`src/rtl/ser_pkg.sv`:
```
// Shared one-hot state encoding for the serializer and the downstream detector's encoding check.
package ser_pkg;

    localparam int unsigned ST_IDLE_IDX  = 0;
    localparam int unsigned ST_SHIFT_IDX = 1;
    localparam int unsigned ST_GAP_IDX   = 2;

    typedef enum logic [2:0] {
        IDLE  = 3'b001,
        SHIFT = 3'b010,
        GAP   = 3'b100
    } ser_state_t;

endpackage

```
`src/rtl/bit_serializer.sv`:
```
// Parallel-to-serial stage: valid/ready word intake, MSB/LSB-first shifting and optional idle gap.
module bit_serializer
    import ser_pkg::*;
#(
    parameter int   WIDTH      = 8,
    parameter int   MSB_FIRST  = 1,
    parameter int   GAP_CYCLES = 0,
    parameter logic IDLE_BIT   = 1'b0
) (
    input  logic             clk,
    input  logic             rst_n,
    input  logic [WIDTH-1:0] data_in,
    input  logic             data_valid,
    output logic             data_ready,
    output logic             dout,
    output logic             busy,
    output logic             done
);

    localparam int BCW = $clog2(WIDTH);
    localparam int GCW = (GAP_CYCLES > 0) ? $clog2(GAP_CYCLES + 1) : 1;
    localparam logic [BCW-1:0] LAST_BIT = BCW'(WIDTH - 1);
    localparam logic [BCW-1:0] BIT_ONE  = BCW'(1);
    localparam logic [GCW-1:0] GAP_ONE  = GCW'(1);
    localparam logic [GCW-1:0] GAP_LOAD = (GAP_CYCLES > 0) ? GCW'(GAP_CYCLES - 1) : GCW'(0);

    ser_state_t       state_q, state_d;
    logic [WIDTH-1:0] shreg_q, shreg_d;
    logic [BCW-1:0]   bit_cnt_q, bit_cnt_d;
    logic [GCW-1:0]   gap_cnt_q, gap_cnt_d;
    logic             dout_q, dout_d;
    logic             done_q, done_d;
    logic             busy_q, busy_d;
    logic             last_bit_s;
    logic             accept_s;

    function automatic logic head_bit(input logic [WIDTH-1:0] v);
        return (MSB_FIRST != 0) ? v[WIDTH-1] : v[0];
    endfunction

    function automatic logic [WIDTH-1:0] shift_once(input logic [WIDTH-1:0] v);
        return (MSB_FIRST != 0) ? {v[WIDTH-2:0], 1'b0} : {1'b0, v[WIDTH-1:1]};
    endfunction

    assign last_bit_s = state_q[ST_SHIFT_IDX] && (bit_cnt_q == LAST_BIT);
    // Back-to-back acceptance on the last bit only when no gap follows the word.
    assign data_ready = rst_n && (state_q[ST_IDLE_IDX] || (last_bit_s && (GAP_CYCLES == 0)));
    assign accept_s   = data_valid && data_ready;

    assign dout = dout_q;
    assign busy = busy_q;
    assign done = done_q;

    // Next-state, datapath and registered-output computation.
    always_comb begin
        state_d   = state_q;
        shreg_d   = shreg_q;
        bit_cnt_d = bit_cnt_q;
        gap_cnt_d = gap_cnt_q;
        case (state_q)
            IDLE: begin
                if (accept_s) begin
                    state_d   = SHIFT;
                    shreg_d   = data_in;
                    bit_cnt_d = '0;
                end else begin
                    state_d = IDLE;
                end
            end
            SHIFT: begin
                if (!last_bit_s) begin
                    shreg_d   = shift_once(shreg_q);
                    bit_cnt_d = bit_cnt_q + BIT_ONE;
                end else if (GAP_CYCLES > 0) begin
                    state_d   = GAP;
                    gap_cnt_d = GAP_LOAD;
                end else if (accept_s) begin
                    state_d   = SHIFT;
                    shreg_d   = data_in;
                    bit_cnt_d = '0;
                end else begin
                    state_d = IDLE;
                end
            end
            GAP: begin
                if (gap_cnt_q == '0) begin
                    state_d = IDLE;
                end else begin
                    gap_cnt_d = gap_cnt_q - GAP_ONE;
                end
            end
            default: begin
                state_d = IDLE;
            end
        endcase
        // Outputs are derived from the next state so they line up with the registered state.
        dout_d = state_d[ST_SHIFT_IDX] ? head_bit(shreg_d) : IDLE_BIT;
        done_d = state_d[ST_SHIFT_IDX] && (bit_cnt_d == LAST_BIT);
        busy_d = state_d[ST_SHIFT_IDX] || state_d[ST_GAP_IDX];
    end

    // State, datapath and output registers.
    always_ff @(posedge clk or negedge rst_n) begin
        if (!rst_n) begin
            state_q   <= IDLE;
            shreg_q   <= '0;
            bit_cnt_q <= '0;
            gap_cnt_q <= '0;
            dout_q    <= IDLE_BIT;
            done_q    <= 1'b0;
            busy_q    <= 1'b0;
        end else begin
            state_q   <= state_d;
            shreg_q   <= shreg_d;
            bit_cnt_q <= bit_cnt_d;
            gap_cnt_q <= gap_cnt_d;
            dout_q    <= dout_d;
            done_q    <= done_d;
            busy_q    <= busy_d;
        end
    end

    a_onehot: assert property (@(posedge clk) disable iff (!rst_n) $onehot(state_q));
    a_done_busy: assert property (@(posedge clk) disable iff (!rst_n) done_q |-> busy_q);
    a_shreg_stable: assert property (@(posedge clk) disable iff (!rst_n)
        (!data_ready && !state_q[ST_SHIFT_IDX]) |=> $stable(shreg_q));

endmodule

```
`config.mk`:
```
export PLATFORM = sky130hd
export DESIGN_NAME = bit_serializer
export DESIGN_NICKNAME = d
export VERILOG_FILES = /design/src/rtl/ser_pkg.sv /design/src/rtl/bit_serializer.sv
export SDC_FILE = /design/constraint.sdc
export NUM_CORES = 1
export LEC_CHECK = 0
export ABC_AREA = 1
export ABC_CLOCK_PERIOD_IN_PS = 1510
export CAP_MARGIN = 0
export CELL_PAD_IN_SITES_DETAIL_PLACEMENT = 1
export CELL_PAD_IN_SITES_GLOBAL_PLACEMENT = 1
export CORE_UTILIZATION = 35
export DETAILED_ROUTE_END_ITERATION = 12
export DONT_BUFFER_PORTS = 1
export PLACE_DENSITY_LB_ADDON = 0.1
export SLEW_MARGIN = 40
export SYNTH_ARGS = -nofsm -noshare
export SYNTH_HDL_FRONTEND = slang
export SYNTH_SLANG_ARGS = --single-unit
```
`constraint.sdc`:
```
create_clock -name clk -period 1.51 [get_ports clk]
set_input_delay 0.302 -clock clk [delete_from_list [all_inputs] [get_ports clk]]
set_output_delay 0.302 -clock clk [all_outputs]
set_load 0.1 [all_outputs]
```
## Word-level counts from Yosys, hierarchy flattened

Index checks and enable logic that the tools add are counted.

- Register bits after elaboration: 18
- Logic and storage cells: 38
- Bits of input ports: 11
- Output and inout port bits: 4

- Reductions and logical operators: 8
- Add/subtract/negate cells: 2
- Equal/unequal tests: 7
- Multiplexer cells: 12

Operators with widths:

| operator | count |
|---|---|
| $mux W8 | 2 |
| $pmux W8 S2 | 1 |
| $mux W3 | 4 |
| $eq A3 B3 Y1 const B | 3 |
| $pmux W3 S3 | 1 |
| $pmux W3 S2 | 1 |
| $logic_and A1 B1 Y1 | 4 |
| $ne A2 B2 Y1 const B | 2 |
| $add A3 B1 Y3 const B | 1 |
| $eq A3 B1 Y1 const B | 1 |
| $eq A3 B2 Y1 const B | 1 |
| $logic_or A1 B1 Y1 | 2 |
| $mux W1 | 2 |
| $mux W2 | 1 |
| $reduce_and A2 Y1 | 1 |
| $reduce_bool A2 Y1 | 1 |
| $sub A1 B1 Y1 const B | 1 |

## Depth between registers and ports, before layout

Gate-level depths: netlist of the first run.

- Depth after elaboration: 10
- Depth in mapped cells: 11
- Gate-level depth less buffers: 11

## Least setup slack after synthesis of the first run

OpenSTA, ideal clock, no wires.

- Path type: register to register
- Start point: reg bit_cnt_q[0]
- End point: reg dout_q, in the netlist dout
- Library setup time: 126 ps
- Buffers on the path: 0
- Stages on the path, launching flop included: 8
- Setup slack: -2,001 ps
- Data required time: 1,384 ps
- Clock period less this slack: 3,511 ps
- Arrival time: 3,386 ps
- Cells stage by stage: dfrtp_1 ha_1 ha_1 nand2_2 a21boi_0 nand3b_1 nand3_1 a21oi_1

- Cells in the longest elaborated chain, start to end: 9
- Elaborated cells between the ends (all ways): 12
- Those cells by class: eq/ne: 1; mux: 7; reduce/logical: 4

RTL lines:

| item | line | source |
|---|---|---|
| start: declaration | bit_serializer.sv:29 | `logic [BCW-1:0] bit_cnt_q, bit_cnt_d;` |
| start signal: assignment | bit_serializer.sv:115 | `bit_cnt_q <= bit_cnt_d;` |
| $eq A3 B3 Y1 * | bit_serializer.sv:45 | `assign last_bit_s = state_q[ST_SHIFT_IDX] && (bit_cnt_q == LAST_BIT);` |
| $logic_and A1 B1 Y1 * | bit_serializer.sv:45 |  |
| $logic_or A1 B1 Y1 * | bit_serializer.sv:47 | `assign data_ready = rst_n && (state_q[ST_IDLE_IDX] \|\| (last_bit_s && (GAP_CYCLES == 0)));` |
| $logic_and A1 B1 Y1 * | bit_serializer.sv:47 |  |
| named net data_ready | bit_serializer.sv:14 | `output logic data_ready,` |
| $logic_and A1 B1 Y1 * | bit_serializer.sv:48 | `assign accept_s = data_valid && data_ready;` |
| $mux W2 / $mux W8 (equally long branches) | bit_serializer.sv:62, bit_serializer.sv:77 |  |
| $mux W3 / $mux W8 (equally long branches) | bit_serializer.sv:71 | `if (!last_bit_s) begin` |
| $pmux W3 S3 / $pmux W8 S2 (equally long branches) | bit_serializer.sv:60 | `case (state_q)` |
| $mux W1 * | bit_serializer.sv:97 | `dout_d = state_d[ST_SHIFT_IDX] ? head_bit(shreg_d) : IDLE_BIT;` |
| named net dout_d | bit_serializer.sv:31 | `logic dout_q, dout_d;` |
| end signal: assignment | bit_serializer.sv:117 | `dout_q <= dout_d;` |
| end: declaration | bit_serializer.sv:31 |  |

The timed path passes the listed nets; every way through them passes the cells marked *. The select of a mux whose other input is x is not followed.
A chain may end at the register's enable or synchronous reset.

## Final worst setup path of the first run

- Start point: reg bit_cnt_q[0]
- End point: out data_ready

- Cells in the longest elaborated chain, start to end: 4

RTL lines:

| item | line |
|---|---|
| $eq A3 B3 Y1 | bit_serializer.sv:45 |
| $logic_and A1 B1 Y1 | bit_serializer.sv:45 |
| $logic_or A1 B1 Y1 | bit_serializer.sv:47 |
| $logic_and A1 B1 Y1 | bit_serializer.sv:47 |
| end: declaration | bit_serializer.sv:14 |

Every way passes these cells.

==> results of run 1 <==
## metal layers
metal  GRT usage, %  share of wire, %
met5              0                 0
met4           4.29              0.71
met3           5.86               4.5
met2           27.0                48
met1           18.0                47
## registers in the layout (all words and copies together), names as in the netlist
signal     cells
bit_cnt_q      3
busy           1
done           1
dout           1
shreg_q        8
state_q        3
## how the worst max path moves through the flow
stage                  from    endpoint  slack, ps
2_1_floorplan  bit_cnt_q[0]        dout       -240
3_3_place_gp   bit_cnt_q[1]  shreg_q[3]        -20
3_5_place_dp   bit_cnt_q[0]        done        -70
4_1_cts        bit_cnt_q[0]  data_ready       -240
5_1_grt        bit_cnt_q[0]  data_ready       -320
6_report       bit_cnt_q[0]  data_ready       -260
## logic make-up after synthesis
logic type | Yosys count
compound gates | 9
buf+inv | 13
other cells | 1
fa+ha+maj | 2
simple gates | 45
flops | 17
## synthesized netlist by cell type (all sizes together)
master,number,area share (%)
nand2,33,17
dfrtp,16,50
inv,12,5.7
nand3,8,7.9
a21oi,3,2.4
nor2,3,2.4
o21ai,3,1.9
ha,2,3.1
a21boi,1,0.94
a22oi,1,1.6
buf,1,1.4
conb,1,0.47
dfstp,1,3.3
nand3b,1,0.94
o211ai,1,0.94
## final cells by class
type	instances	area (um2)	area share, %
multi-input cells	58	447	39.3
flip-flops and latches	17	427	37.5
repair buffers	17	155	13.6
inverters	12	45.0	3.96
well taps	27	33.8	2.97
clock buffers	3	22.5	1.98
clock inverters	1	7.51	0.660
## power by group
part | leakage (uW) | internal [uW] | switching, uW | total [uW]
registers | 0.000224 | 596 | 89.7 | 686
clock network | 0.0000139 | 101 | 162 | 263
logic | 0.000327 | 325 | 504 | 829
## cell usage in the layout (no fill, tap or decap), drive strengths merged
cell type    Yosys  routed
clkinvlp         0       1
inv             12      12
ha               2       2
dfrtp           16      16
a21oi            3       3
o211ai           1       1
nand3b           1       1
conb             1       1
nand2           33      34
nand3            8       8
a22oi            1       1
nor2             3       3
dlygate4sd3      0       1
buf              1      16
o21ai            3       3
dfstp            1       1
clkbuf           0       3
a21boi           1       1
## metrics by stage
step	total power [uW]	setup slack, ps	util (%)	hold slack (ps)
after detailed placement	1270	-70.2	45.5	6.93
after CTS	1640	-244	50.5	104
final	1780	-257	55.7	109
after global placement	1250	-24.7	45.5	7.01
after floorplan	1110	-244	-	6.41
after global routing	1890	-315	55.7	97.7
## repair_timing
item	in CTS	in global routing
endpoints found under the hold margin	17	16
buffers inserted	3	3
cloned	1	0
endpoints found under the setup margin	11	15
pin swaps	2	9
hold buffers	1	1
gates resized for setup	8	16
==> run_results.csv, run 1 <==
group,metric,value,unit
layout,nets,122,
clocking,h-tree-depth,1,
timing,fin_skew,14.1,ps
grt,grt_pass1_wl,2.86,mm
setup_path,path_delay_family,"flip-flops",
setup_path,path_common_cell,"ha_4",
synthesis,synth.mux.area_fraction,0,%
layout,area_growth,42.9,%
clocking,insertion_delay,310,ps
die,rows,16,
grt,grt_use_total,15.7,%
timing,finalHoldViolCount,0,
grt,grt_pass1_vias,638,
layout,antenna_cells,0,
worst_hold_path,min_to,"shreg_q[2]",
timing,tns,-1180,ps
timing,grt_setup_unrepaired,"true",
die,core-area,2040,um2
timing,fmax,0.566,GHz
synthesis,synth_fa_ha_area_share,3.14,%
die,ios,15,
power,leakage,0.000564,uW
place,place_area,930,um2
setup_path,r2r_slack,-130,ps
clocking,cts_tree,"yes",
clocking,clockBufferDepth,2,
layout,final_cells,135,
worst_hold_path,min_path_type,"in -> reg",
synthesis,synthSimpleGateAreaFrac,28.0,%
die,die_w,49.7,um
place,port-buffer-count,0,
clocking,cts-root-buf,"clkbuf_4",
synthesis,syn_nets,100,
synthesis,synth_top_family_by_area,"simple AND/OR/NAND/NOR gates",
setup_path,startpoint_type,"register",
drt,via_per_inst,4.61,
clocking,clkTransAtPathRegs,120,ps
drt,drt_iter0_drc,6,
synthesis,synth-seq-cells,17,
synthesis,ys_warn_count,0,
outcome,status,"complete, but fails checks",
place,hpwlAfterDp,1.05,mm
setup_path,cp_num_cells,5,
setup_path,endpoint_kind,"output pin",
layout,stdcell_area,1140,um2
synthesis,yosys.area_share.xor_xnor,0,%
timing,fin_ws,-257,ps
worst_hold_path,hold_depth,2,
setup_path,crit_fanout,2,
clocking,cts_buffers,3,
setup_path,ff2ff_path_depth,10,
setup_path,crit_type,"reg -> out",
drt,drtAntennaViolNets,0,
grt,grt_start_max_net_pins,18,
clocking,clock_sinks,17,
layout,nFillCells,239,
grt,antenna_found_initial,0,
job,maxCapViolCount,0,
grt,grt_overflow,0,
synthesis,synthCells,87,
setup_path,r2r-start,"bit_cnt_q[0]",
setup_path,cp_cell_sequence,"ha_4, ha_4, nand2_4, a21boi_4, buf_12",
setup_path,slowest_delay,420,ps
timing,fin_crit,1770,ps
setup_path,worst-path-buf-inv,1,
timing,fin_crit_sh,117,%
die,initial_core_util,39.0,%
place,place.gp.congestion,0.717,
worst_hold_path,min_from,"data_in[2]",
outcome,violations,"setup timing",
setup_path,worstPathArrival,1460,ps
place,dp.cells,122,
setup_path,timing.rr.end,"shreg_q[5]",
timing,finalSetupViolations,15,
power,powerDensity,1560,nW/um2
setup_path,crit_slowest_cell,"dfrtp_1",
synthesis,synth_compound_area_share,7.70,%
timing,slew_viol_final,0,
die,die_h,49.7,um
drt,wirelength,1.69,mm
drt,drc,0,
drt,dr_total_vias,623,
drt,wl_per_cell,12.5,um
power,vdd.ir_drop.worst,0.814,mV
synthesis,ys_types,21,
setup_path,cp_data_required_time,1210,ps
die,die_area,2470,um2
synthesis,yosysSeqAreaShare,53.6,%
synthesis,avgSynthCellArea,9.15,um2
drt,firstDrtPassIters,3,
layout,drive_above_1_share,41.7,%
synthesis,syn_area,796,um2
No activity file was read; power rests on OpenSTA's default activity.
==> run 2: changes to the inputs <==
--- a/config.mk
+++ b/config.mk
@@ -6,7 +6,7 @@
 export NUM_CORES = 1
 export LEC_CHECK = 0
 export ABC_AREA = 1
-export ABC_CLOCK_PERIOD_IN_PS = 1510
+export ABC_CLOCK_PERIOD_IN_PS = 2250
 export CAP_MARGIN = 0
 export CELL_PAD_IN_SITES_DETAIL_PLACEMENT = 1
 export CELL_PAD_IN_SITES_GLOBAL_PLACEMENT = 1
==> constraint.sdc (replaced) <==
create_clock -name clk -period 2.25 [get_ports clk]
set_input_delay 0.45 -clock clk [delete_from_list [all_inputs] [get_ports clk]]
set_output_delay 0.45 -clock clk [all_outputs]
set_load 0.1 [all_outputs]
==> run 2 against run 1 <==
Net effect: the run now ends clean; setup slack improved by 480 ps; clock-buffer cell count rose by 1; routed wire length fell by 11%; combinational power fell by 59%; register-to-register slack improved by 660 ps; flip-flop and latch count did not move; final cell count fell by 9.6%; clock power fell by 35%; sequential power fell by 34%; non-clock buffer count fell by 12; global-route usage fell by 0.38 points; hold slack got worse by 45 ps; largest power group is now registers.
==> run_results.csv, run 2 (same netlist as run 1, synthesis figures left out) <==
group,metric,value,unit
timing,fin_crit_sh,90.3,%
power,powerDensity,1090,nW/um2
setup_path,crit_slowest_cell,"dfrtp_1",
setup_path,worstPathArrival,1580,ps
layout,final_cell_mix,"nand2_1 (29), dfrtp_1 (16), inv_1 (11)",
power,leakage,0.000468,uW
clocking,cts_buffers,3,
timing,slew_viol_final,0,
die,die_h,49.7,um
layout,nFillCells,251,
outcome,status,"completed",
drt,wirelength,1.50,mm
grt,grt_start_max_net_pins,18,
worst_hold_path,min_path_type,"in -> async",
drt,drt_iter0_drc,3,
layout,top_register,"shreg_q",
timing,fin_skew,1.32,ps
drt,via_per_inst,4.69,
drt,drtAntennaViolNets,0,
grt,top_usage_layer,"met2",
clocking,clkTransAtPathRegs,100,ps
place,place.gp.congestion,0.722,
layout,layout_commonest_cell,"nand2_1",
setup_path,cp_cell_sequence,"ha_1, ha_1, nand2_2, a21boi_2, buf_4",
layout,largest_reg_flops,8,
clocking,cts-root-buf,"clkbuf_4",
drt,wl_per_cell,12.3,um
clocking,clockBufferDepth,2,
timing,fin_crit,2030,ps
setup_path,crit_type,"reg -> out",
setup_path,path_common_cell,"ha_1",
layout,reg_top3,"shreg_q x8, bit_cnt_q x3, state_q x3",
drt,firstDrtPassIters,2,
grt,antenna_found_initial,0,
die,rows,16,
power,vdd.ir_drop.worst,0.492,mV
clocking,cts_tree,"yes",
power,total_power,963,uW
place,hpwlAfterDp,1.08,mm
layout,nets,109,
setup_path,startpoint_type,"register",
layout,drive_above_1_share,22.1,%
setup_path,crit_fanout,3,
timing,tns,0,ps
die,ios,15,
grt,grtUsageMet1,18.4,%
clocking,h-tree-depth,1,
setup_path,r2r_slack,530,ps
die,die_w,49.7,um
grt,grt_pass1_wl,2.73,mm
timing,grt_setup_unrepaired,"false",
timing,fmax,0.492,GHz
layout,area_growth,11.0,%
setup_path,endpoint_kind,"output pin",
timing,finalSetupViolations,0,
job,maxCapViolCount,0,
die,initial_core_util,39.0,%
clocking,insertion_delay,290,ps
drt,dr_total_vias,572,
drt,drc,0,
die,die_area,2470,um2
grt,met3_usage,3.70,%
grt,grtUsageMet2,24.1,%
timing,finalHoldViolCount,0,
place,port-buffer-count,0,
grt,grt_overflow,0,
layout,antenna_cells,0,
grt,grt_use_total,15.3,%
clocking,clock_sinks,17,
setup_path,cp_data_required_time,1800,ps
die,core-area,2040,um2
grt,grt_pass1_vias,625,
setup_path,slowest_delay,380,ps
## run 2: cell count changes in the layout (fill, tap and decap cells not counted), sizes merged
cell         delta
buf            -11
dlygate4sd3     -1
clkbuf          +1
clkinvlp        -1
nand2           -1
## run 2: what timing repair did
| item | CTS | global route |
|---|---|---|
| buffers inserted | 0 | 0 |
| endpoints found under the setup margin | 0 | 0 |
| resized for setup | 0 | 0 |
| hold endpoints to repair | 17 | 0 |
| hold buffers | 1 | 0 |
## run 2: path summary, 6_finish.rpt
| kind | startpoint | end | cells past startpoint |
|---|---|---|---|
| max reg2reg | bit_cnt_q[0] | done | 11 |
| max in group asynchronous | rst_n | state_q[0] | 1 |
| min reg2reg | bit_cnt_q[2] | bit_cnt_q[2] | 2 |
| min | rst_n | shreg_q[7] | 1 |
| max | bit_cnt_q[0] | data_ready | 5 |
| min in group clk | data_in[5] | shreg_q[5] | 2 |
## run 2: routing by layer
layer / wire length, um / share of wire, %
met1: 702 / 47
met5: 0 / 0
met4: 34 / 2.3
met2: 706 / 47
met3: 56 / 3.7
## run 2: worst max-delay path, delay by kind of cell (launching register included)
family	cells	cell delay (ps)
AOI/OAI and AO/OA	1	120
and+or+nand+nor	1	90
DFF	1	380
buffers and inverters	1	300
adders and majority gates	2	390
## run 2: layout make-up
| cell class | instances | area, um2 | area share [%] |
|---|---|---|---|
| clock buffers | 4 | 26.3 | 2.97 |
| inverters | 12 | 45.0 | 5.10 |
| flip-flops and latches | 17 | 427 | 48.3 |
| multi-input cells | 57 | 317 | 35.8 |
| repair buffers | 5 | 35.0 | 3.97 |
| well taps | 27 | 33.8 | 3.82 |
## run 2: report_power, final
part / switching (uW) / internal [uW]
registers: 53.2 / 400
clock network: 101 / 69.0
logic: 247 / 92.2
## run 2: metrics by stage
stage	utilization [%]	worst slack, ps	instances	area [um2]	hold WS, ps
finish	43.3	219	122	883	64.0
global placement	41.7	560	117	852	155
CTS	43.5	195	122	888	260
global route	43.3	106	122	883	77.0
floorplan	-	84.6	87	800	154
detailed placement	41.7	519	117	852	155
